`src/rtl/conv_pkg.sv`:
```
// Shared constants and helpers for the conv window scheduler and its window counter.
package conv_pkg;

  localparam int unsigned AddrWDefault = 8;

  localparam logic [2:0] StIdle  = 3'd0;
  localparam logic [2:0] StIssue = 3'd1;
  localparam logic [2:0] StWait  = 3'd2;
  localparam logic [2:0] StWrite = 3'd3;
  localparam logic [2:0] StDone  = 3'd4;

  function automatic int unsigned result_dim(input int unsigned img, input int unsigned wei,
                                             input int unsigned pad, input int unsigned stride);
    return (img + 2 * pad - wei) / stride + 1;
  endfunction

endpackage

```
`src/rtl/conv_window_counter.sv`:
```
// Nested column/row/channel window counters with linear result address and stride-scaled anchors.
module conv_window_counter
  import conv_pkg::*;
#(
  parameter int unsigned OUTPUT_CHANNEL = 1,
  parameter int unsigned RESULT_WIDTH   = 2,
  parameter int unsigned RESULT_LENGTH  = 2,
  parameter int unsigned STRIDE         = 2,
  parameter int unsigned ADDR_W         = AddrWDefault
) (
  input  logic              clk,
  input  logic              reset,
  input  logic              clr,
  input  logic              inc,
  output logic              last,
  output logic [ADDR_W-1:0] oc_idx,
  output logic [ADDR_W-1:0] anchor_1d,
  output logic [ADDR_W-1:0] anchor_2d,
  output logic [ADDR_W-1:0] lin_addr
);

  logic [ADDR_W-1:0] c_q, c_d, r_q, r_d, oc_q, oc_d, addr_q, addr_d;
  logic              c_last, r_last, oc_last;

  assign c_last  = (c_q == ADDR_W'(RESULT_WIDTH - 1));
  assign r_last  = (r_q == ADDR_W'(RESULT_LENGTH - 1));
  assign oc_last = (oc_q == ADDR_W'(OUTPUT_CHANNEL - 1));
  assign last    = c_last & r_last & oc_last;

  always_comb begin
    c_d    = c_q;
    r_d    = r_q;
    oc_d   = oc_q;
    addr_d = addr_q;
    if (clr) begin
      c_d    = '0;
      r_d    = '0;
      oc_d   = '0;
      addr_d = '0;
    end else if (inc && !last) begin
      // Linear address tracks oc*RW*RL + r*RW + c without a multiplier.
      addr_d = addr_q + ADDR_W'(1);
      if (c_last) begin
        c_d = '0;
        if (r_last) begin
          r_d  = '0;
          oc_d = oc_q + ADDR_W'(1);
        end else begin
          r_d = r_q + ADDR_W'(1);
        end
      end else begin
        c_d = c_q + ADDR_W'(1);
      end
    end
  end

  always_ff @(posedge clk or negedge reset) begin
    if (!reset) begin
      c_q    <= '0;
      r_q    <= '0;
      oc_q   <= '0;
      addr_q <= '0;
    end else begin
      c_q    <= c_d;
      r_q    <= r_d;
      oc_q   <= oc_d;
      addr_q <= addr_d;
    end
  end

  assign oc_idx    = oc_q;
  assign lin_addr  = addr_q;
  assign anchor_1d = ADDR_W'(c_q * STRIDE);
  assign anchor_2d = ADDR_W'(r_q * STRIDE);

endmodule

```
`src/rtl/conv_window_scheduler.sv`:
```
// Drives one shared conv unit across every output window of a layer, with CU timeout and abort.
module conv_window_scheduler
  import conv_pkg::*;
#(
  parameter int unsigned OUTPUT_CHANNEL = 1,
  parameter int unsigned IMAGE_WIDTH    = 4,
  parameter int unsigned IMAGE_LENGTH   = 4,
  parameter int unsigned WEIGHT_WIDTH   = 2,
  parameter int unsigned WEIGHT_LENGTH  = 2,
  parameter int unsigned STRIDE         = 2,
  parameter int unsigned PADDING        = 0,
  parameter int unsigned ADDR_W         = AddrWDefault,
  parameter int unsigned CU_TIMEOUT     = 16
) (
  input  logic              clk,
  input  logic              reset,
  input  logic              start,
  input  logic              abort,
  input  logic              cu_out_valid,
  output logic              busy,
  output logic              cu_conv_en,
  output logic [ADDR_W-1:0] anchor_1D,
  output logic [ADDR_W-1:0] anchor_2D,
  output logic [ADDR_W-1:0] oc_idx,
  output logic              wr_en,
  output logic [ADDR_W-1:0] wr_addr,
  output logic              done,
  output logic              error
);

  localparam int unsigned RESULT_WIDTH  = result_dim(IMAGE_WIDTH, WEIGHT_WIDTH, PADDING, STRIDE);
  localparam int unsigned RESULT_LENGTH = result_dim(IMAGE_LENGTH, WEIGHT_LENGTH, PADDING, STRIDE);
  localparam int unsigned TmoW          = $clog2(CU_TIMEOUT + 1);

  logic [2:0]      state_q, state_d;
  logic [TmoW-1:0] tmo_q, tmo_d;
  logic            error_q, error_d;
  logic            clr, inc, last;

  always_comb begin
    state_d = state_q;
    tmo_d   = tmo_q;
    error_d = error_q;
    clr     = 1'b0;
    inc     = 1'b0;
    // Abort outranks valid and timeout in the same cycle; error is deliberately kept.
    if (abort && (state_q != StIdle)) begin
      state_d = StIdle;
      tmo_d   = '0;
      clr     = 1'b1;
    end else begin
      case (state_q)
        StIdle: begin
          if (start) begin
            state_d = StIssue;
            clr     = 1'b1;
            error_d = 1'b0;
          end
        end
        StIssue: begin
          state_d = StWait;
          tmo_d   = '0;
        end
        StWait: begin
          if (cu_out_valid) begin
            state_d = StWrite;
          end else if (tmo_q == TmoW'(CU_TIMEOUT - 1)) begin
            state_d = StIdle;
            error_d = 1'b1;
            tmo_d   = '0;
            clr     = 1'b1;
          end else begin
            tmo_d = tmo_q + TmoW'(1);
          end
        end
        StWrite: begin
          inc     = 1'b1;
          state_d = last ? StDone : StIssue;
        end
        StDone: begin
          state_d = StIdle;
          clr     = 1'b1;
        end
        default: begin
          state_d = StIdle;
          clr     = 1'b1;
        end
      endcase
    end
  end

  always_ff @(posedge clk or negedge reset) begin
    if (!reset) begin
      state_q <= StIdle;
      tmo_q   <= '0;
      error_q <= 1'b0;
    end else begin
      state_q <= state_d;
      tmo_q   <= tmo_d;
      error_q <= error_d;
    end
  end

  conv_window_counter #(
    .OUTPUT_CHANNEL(OUTPUT_CHANNEL),
    .RESULT_WIDTH  (RESULT_WIDTH),
    .RESULT_LENGTH (RESULT_LENGTH),
    .STRIDE        (STRIDE),
    .ADDR_W        (ADDR_W)
  ) u_counter (
    .clk      (clk),
    .reset    (reset),
    .clr      (clr),
    .inc      (inc),
    .last     (last),
    .oc_idx   (oc_idx),
    .anchor_1d(anchor_1D),
    .anchor_2d(anchor_2D),
    .lin_addr (wr_addr)
  );

  assign busy       = (state_q != StIdle);
  assign cu_conv_en = (state_q == StIssue);
  assign wr_en      = (state_q == StWrite);
  assign done       = (state_q == StDone);
  assign error      = error_q;

endmodule

```
`config.mk`:
```
export PLATFORM = sky130hd
export DESIGN_NAME = conv_window_scheduler
export DESIGN_NICKNAME = d
export VERILOG_FILES = /design/src/rtl/conv_pkg.sv /design/src/rtl/conv_window_counter.sv /design/src/rtl/conv_window_scheduler.sv
export SDC_FILE = /design/constraint.sdc
export NUM_CORES = 1
export LEC_CHECK = 0
export CORE_MARGIN = 2
export CORE_UTILIZATION = 55
export DETAILED_ROUTE_END_ITERATION = 10
export PLACE_DENSITY = 0.93
export SLEW_MARGIN = 0
export SYNTH_ARGS = -nofsm -noshare
export SYNTH_HDL_FRONTEND = slang
export SYNTH_SLANG_ARGS = --single-unit
```
`constraint.sdc`:
```
create_clock -name clk -period 4.45 [get_ports clk]
set_clock_uncertainty 0.1 [all_clocks]
set_input_delay 0.6675 -clock clk [delete_from_list [all_inputs] [get_ports clk]]
set_output_delay 0.6675 -clock clk [all_outputs]
set_load 0.005 [all_outputs]
```
## Word level (Yosys, flattened, before mapping)

Cells that the tools add are included.

| cells by class | value |
|---|---|
| add/subtract/negate cells | 5 |
| $mul | 0 |
| div/mod/pow operators | 0 |
| order comparisons | 0 |
| eq/ne operators | 13 |
| shift-type cells | 0 |
| multiplexer cells | 34 |
| bitwise gates (word level) | 3 |
| reductions and logical operators | 17 |

Operators with widths:

| kind | number |
|---|---|
| $mux W8 | 13 |
| $add A8 B1 Y8 const B | 4 |
| $eq A8 B1 Y1 const B | 2 |
| $mux W3 | 5 |
| $mux W5 | 3 |
| $pmux W3 S4 | 1 |
| $pmux W5 S2 | 1 |
| $mux W1 | 9 |
| $logic_not A8 Y1 | 1 |
| $reduce_bool A2 Y1 | 4 |
| $eq A3 B2 Y1 const B | 2 |
| $ne A2 B2 Y1 const B | 3 |
| $ne A3 B3 Y1 const B | 2 |
| $reduce_and A2 Y1 | 3 |
| $reduce_bool A3 Y1 | 2 |
| $add A5 B1 Y5 const B | 1 |
| $eq A5 B4 Y1 const B | 1 |
| $reduce_and A5 Y1 | 1 |
| $ne A4 B4 Y1 const B | 1 |
| $eq A3 B1 Y1 const B | 1 |
| $eq A3 B3 Y1 const B | 1 |
| $logic_not A3 Y1 | 1 |
| $pmux W1 S3 | 1 |
| $reduce_and A3 Y1 | 1 |
| other kinds (6) | 8 |

| storage, ports and cells | value |
|---|---|
| register bits after elaboration | 41 |
| latch bits | 0 |
| RAM bits | 0 |
| memory bits (read-only) | 0 |
| output and inout port bits | 37 |
| logic and storage cells | 79 |
| memories | 0 |

## Logic depth before layout (Yosys ltp)

| logic depth | value |
|---|---|
| depth after elaboration | 7 |
| depth in mapped cells | 8 |
| mapped depth without buffers | 7 |

## Modules after synthesis

Synthesis repeated with hierarchy kept, for this count alone.

| unflattened totals | value |
|---|---|
| cell total of the unflattened synthesis | 276 |
| area, all modules | 2588.7 um^2 |

Modules (own cells, without submodules):

| module | instances | cells each | area each (um^2) |
|---|---|---|---|
| conv_window_counter | 1 | 215 | 2029.4 |
| conv_window_scheduler | 1 | 61 | 559.3 |

## Worst setup path after synthesis

OpenSTA, ideal clock, no wires.

| timing path | value |
|---|---|
| path type | input port to flip-flop |
| start | input port cu_out_valid |
| end | register u_counter.r_q[6] |
| library setup time | 0.131 ns |
| arrival time | 1.941 ns |
| data required time | 4.219 ns |
| slack | 2.277 ns |
| stages | 6 |
| cell sequence | or4b_4 > o2bb2ai_2 > or4_4 > buf_6 > nor2_1 > or3_1 |

| between the ends | value |
|---|---|
| cells in the longest elaborated chain, start to end | 5 |

Ends and longest elaborated chain:

| element | line | RTL |
|---|---|---|
| start, declared | conv_window_scheduler.sv:19 | `input logic cu_out_valid,` |
| $mux W1 * | conv_window_scheduler.sv:65 | `if (cu_out_valid) begin` |
| $pmux W1 S3 * | conv_window_scheduler.sv:52 | `case (state_q)` |
| $mux W1 * | conv_window_scheduler.sv:47 | `if (abort && (state_q != StIdle)) begin` |
| $reduce_bool A2 Y1 (no line) | n/a |  |
| $reduce_and A2 Y1 (no line) | n/a |  |
| end signal, assigned | conv_window_counter.sv:65 | `r_q <= r_d;` |
| end, declared | conv_window_counter.sv:22 | `logic [ADDR_W-1:0] c_q, c_d, r_q, r_d, oc_q, oc_d, addr_q, addr_d;` |

Mark *: on every way between the ends. The rest lies on a longest branch, timed or not.
A chain may end at the register's enable or synchronous reset.

## Final worst setup path

| timing path | value |
|---|---|
| start | input port abort |
| end | register u_counter.r_q[6] |

| between the ends | value |
|---|---|
| cells in the longest elaborated chain, start to end | 5 |

Ends and longest elaborated chain:

| element | line | RTL |
|---|---|---|
| start, declared | conv_window_scheduler.sv:18 | `input logic abort,` |
| $logic_and A1 B1 Y1 * | conv_window_scheduler.sv:47 |  |
| $mux W1 | conv_window_scheduler.sv:47 |  |
| $logic_and A1 B1 Y1 | conv_window_counter.sv:40 | `end else if (inc && !last) begin` |
| $reduce_bool A2 Y1 (no line) | n/a |  |
| $reduce_and A2 Y1 (no line) | n/a |  |

Marked as above.

==> metrics.md <==
| Metric | Value |
|---|---|
| Die W | `71.49 um` |
| Layout area overhead | `15.93%` |
| Fillers | `361` |
| Fraction of registers with async set/reset | `100.0%` |
| Setup TNS | `0 ns` |
| Final instance area | `0.002904 mm2` |
| Vias in the first global route | `1936` |
| Initial drt markers | `151` |
| WP data required | `4.52 ns` |
| DRT Wirelength | `5372 um` |
| Reg power frac | `43.1%` |
| Critical Path Fanout Max | `14` |
| Yosys cell types | `59` |
| Ant diodes | `0` |
| Total global-route track usage | `23.17%` |
| Met1 usage | `32.41%` |
| Crit path time final | `2.721 ns` |
| Worst flop-to-flop path startpoint | `state_q[1]` |
| Crit path from | `abort` |
| Final net count | `306` |
| CTS max path bufs | `2` |
| Part of the power in the clock network | `29.4%` |
| Crit path arrival time | `2.79 ns` |
| Post-synthesis sequential area ratio | `40.96%` |
| Largest cells by area after synthesis | `dfrtp_1 (41%), buf_4 (5.1%), ha_1 (4.0%)` |
| Number of I/O port buffers | `39` |
| First-pass GRT wire length | `9301 um` |
| Num CTS Buffers | `5` |
| GR peak layer | `met2` |
| Commonest non-fill, non-tap cell in the layout | `dfrtp_1` |
| Synth warn | `0` |
| Synth top area share | `40.96%` |
| Dominant synthesized flop cell | `dfrtp_1` |
| Final Hold Fails | `0` |
| Max Fclk | `0.3675 GHz` |
| Final Cycle Share | `61.14%` |
| Synth area leader | `dfrtp_1` |
| Vias | `2094` |
| Starting Density | `57.13%` |
| Synthesized cell area | `0.002505 mm2` |
| Pin count of the biggest net entering global routing | `42` |
| Final core utilization | `66.24%` |
| WS Path Type | `input port to flop` |
| PwrDens | `342.1 mW/mm2` |
| CTS resizes | `0` |
| Detail Route Antenna Nets | `0` |
| # Post-CTS Setup Buffers | `0` |
| HPWL after DPL | `3881 um` |
| Multi-input logic area | `0.001264 mm2` |
| Row cnt | `24` |
| Worst hold path type | `input port to asynchronous set/reset pin` |
| Initial antenna violation count | `0` |
| I/O Pins | `42` |
| RSZ-0062 raised after global routing | `false` |
| Final total power | `993.5 uW` |
| Post-synth EDFFs | `0` |
| GRT overflow | `0` |
| Worst slew pin tran | `0.9031 ns` |
| M3 GR Usage | `5.063%` |
| CTS clk-pin slew, worst paths | `0.07 ns` |
| Hold-fix buffers at CTS | `0` |
| Internal power | `664.8 uW` |
| Outcome | `complete, no violations` |
| DRC Markers | `0` |
| Switch share | `33.09%` |
| # clock sinks | `41` |
| Max cap viols | `0` |
| WHS | `0.3941 ns` |
| Syn avg cell area | `9.312 um2` |
| DR vias/cell | `6.070` |
| First-pass DRT Iterations | `4` |
| Post-synthesis instance total | `269` |
| DP Area | `0.002800 mm2` |
| Share of cells above drive strength 1 | `7.509%` |
| Worst skew pair latency | `0.30 ns` |
| Max transition margin | `39.80%` |
| Commonest non-fill, non-tap cells in the layout | `dfrtp_1 (41), clkdlybuf4s50_1 (38), nor2_1 (23), nand2_1 (18), nand3_1 (17)` |
| Leak | `1.189 nW` |
| Die Height | `71.49 um` |
| Core area | `0.004384 mm2` |
| TritonCTS clock tree | `built` |
| Startpoint types | `input port` |
| R2R depth | `6` |
| Register bit total from synthesis | `41` |
| GR Util met2 | `36.11%` |
| Peak supply drop | `0.2679 mV` |
| Reg area | `0.001026 mm2` |
| CTS H-tree lvls | `2` |
| Comb power frac | `27.6%` |
| Finish-stage setup viols | `0` |
| CP Capture Type | `flop` |
| DIE AREA | `0.005110 mm2` |
| P_sw | `328.8 uW` |
| RD Place Congestion | `0.8501` |
| Avg WL per Cell | `15.57 um` |
| Root Buffer | `clkbuf_8` |
| Slew Limit Fails | `0` |
## per-stage QoR
stage          worst slack (ns)  std cells
2_1_floorplan             2.277        270
4_1_cts                   1.720        345
3_3_place_gp              1.501        338
3_5_place_dp              1.406        338
5_1_grt                   1.566        345
6_report                  1.729        345
## power by group through the flow
stage / clock network (mW) / logic (mW) / registers (mW)
2_1_floorplan: 0 / 0.215 / 0.414
3_3_place_gp: 0 / 0.261 / 0.432
3_5_place_dp: 0 / 0.271 / 0.434
4_1_cts: 0.296 / 0.274 / 0.427
5_1_grt: 0.310 / 0.306 / 0.433
6_report: 0.292 / 0.274 / 0.428
## state kept, by name, summed over array words and instances (netlist names)
| register | flops |
|---|---|
| u_counter.r_q | 8 |
| u_counter.lin_addr | 8 |
| u_counter.c_q | 8 |
| state_q | 3 |
| error | 1 |
| tmo_q | 5 |
| u_counter.oc_idx | 8 |
## Yosys cell counts (all sizes together) (2+ instances only)
master and instances:
dfrtp 41, nor2 23, buf 22, nand2 19, nand3 17, inv 14, nor3 12, o21ai 11
nand4 10, ha 8, a21oi 7, and3 6, xnor2 6, xor2 6, mux2i 5, nor4 5
and2 4, nor3b 4, o22ai 4, or3 4, nand2b 3, nor4b 3, a211oi 2, a21boi 2
a21o 2, a22oi 2, and4 2, clkbuf 2, nand3b 2, nand4b 2, o31a 2
## kinds of logic (layout without fill, tap and decap cells)
family,Yosys count,count (layout),synth area share [%]
compound gates,43,43,12.09
other cells,1,2,0.1497
fa+ha+maj,8,8,3.996
simple gates,121,121,27.87
buf+inv,38,61,8.741
mux,5,5,1.998
flops,41,41,40.96
xor+xnor,12,12,4.196
## path summary, 6_finish.rpt
path / endpoint / slack [ns]
setup / recovery: u_counter.r_q[6] / 1.73
hold / removal: tmo_q[1] / 0.39
setup reg to reg: u_counter.r_q[6] / 2.06
hold reg to reg: tmo_q[0] / 0.41
max in group asynchronous: u_counter.c_q[3] / 3.29
min in group clk: tmo_q[0] / 0.41
## worst max-delay path, cell delays in order
cell and delay (ns):
clkdlybuf4s50_1 0.54, nor4bb_1 0.31, buf_4 0.21, nand3_1 0.10
o211ai_2 0.51, nor2_1 0.07, or3_1 0.38
## layer usage
layer  vias up  wire (um)
met5         -          0
met4         0         77
met3         8        290
met2        69       2609
met1      1009       2394
li1       1008          -
## cell type report
cell class              instances  share of cell area (%)
clock buffers                   5                   2.370
clock inverters                 2                   1.206
inverters                      14                   1.810
multi-input cells             191                   43.52
flip-flops and latches         41                   35.33
well taps                      52                   2.240
repair buffers                 40                   13.53
(Power assumes the default switching activity.)
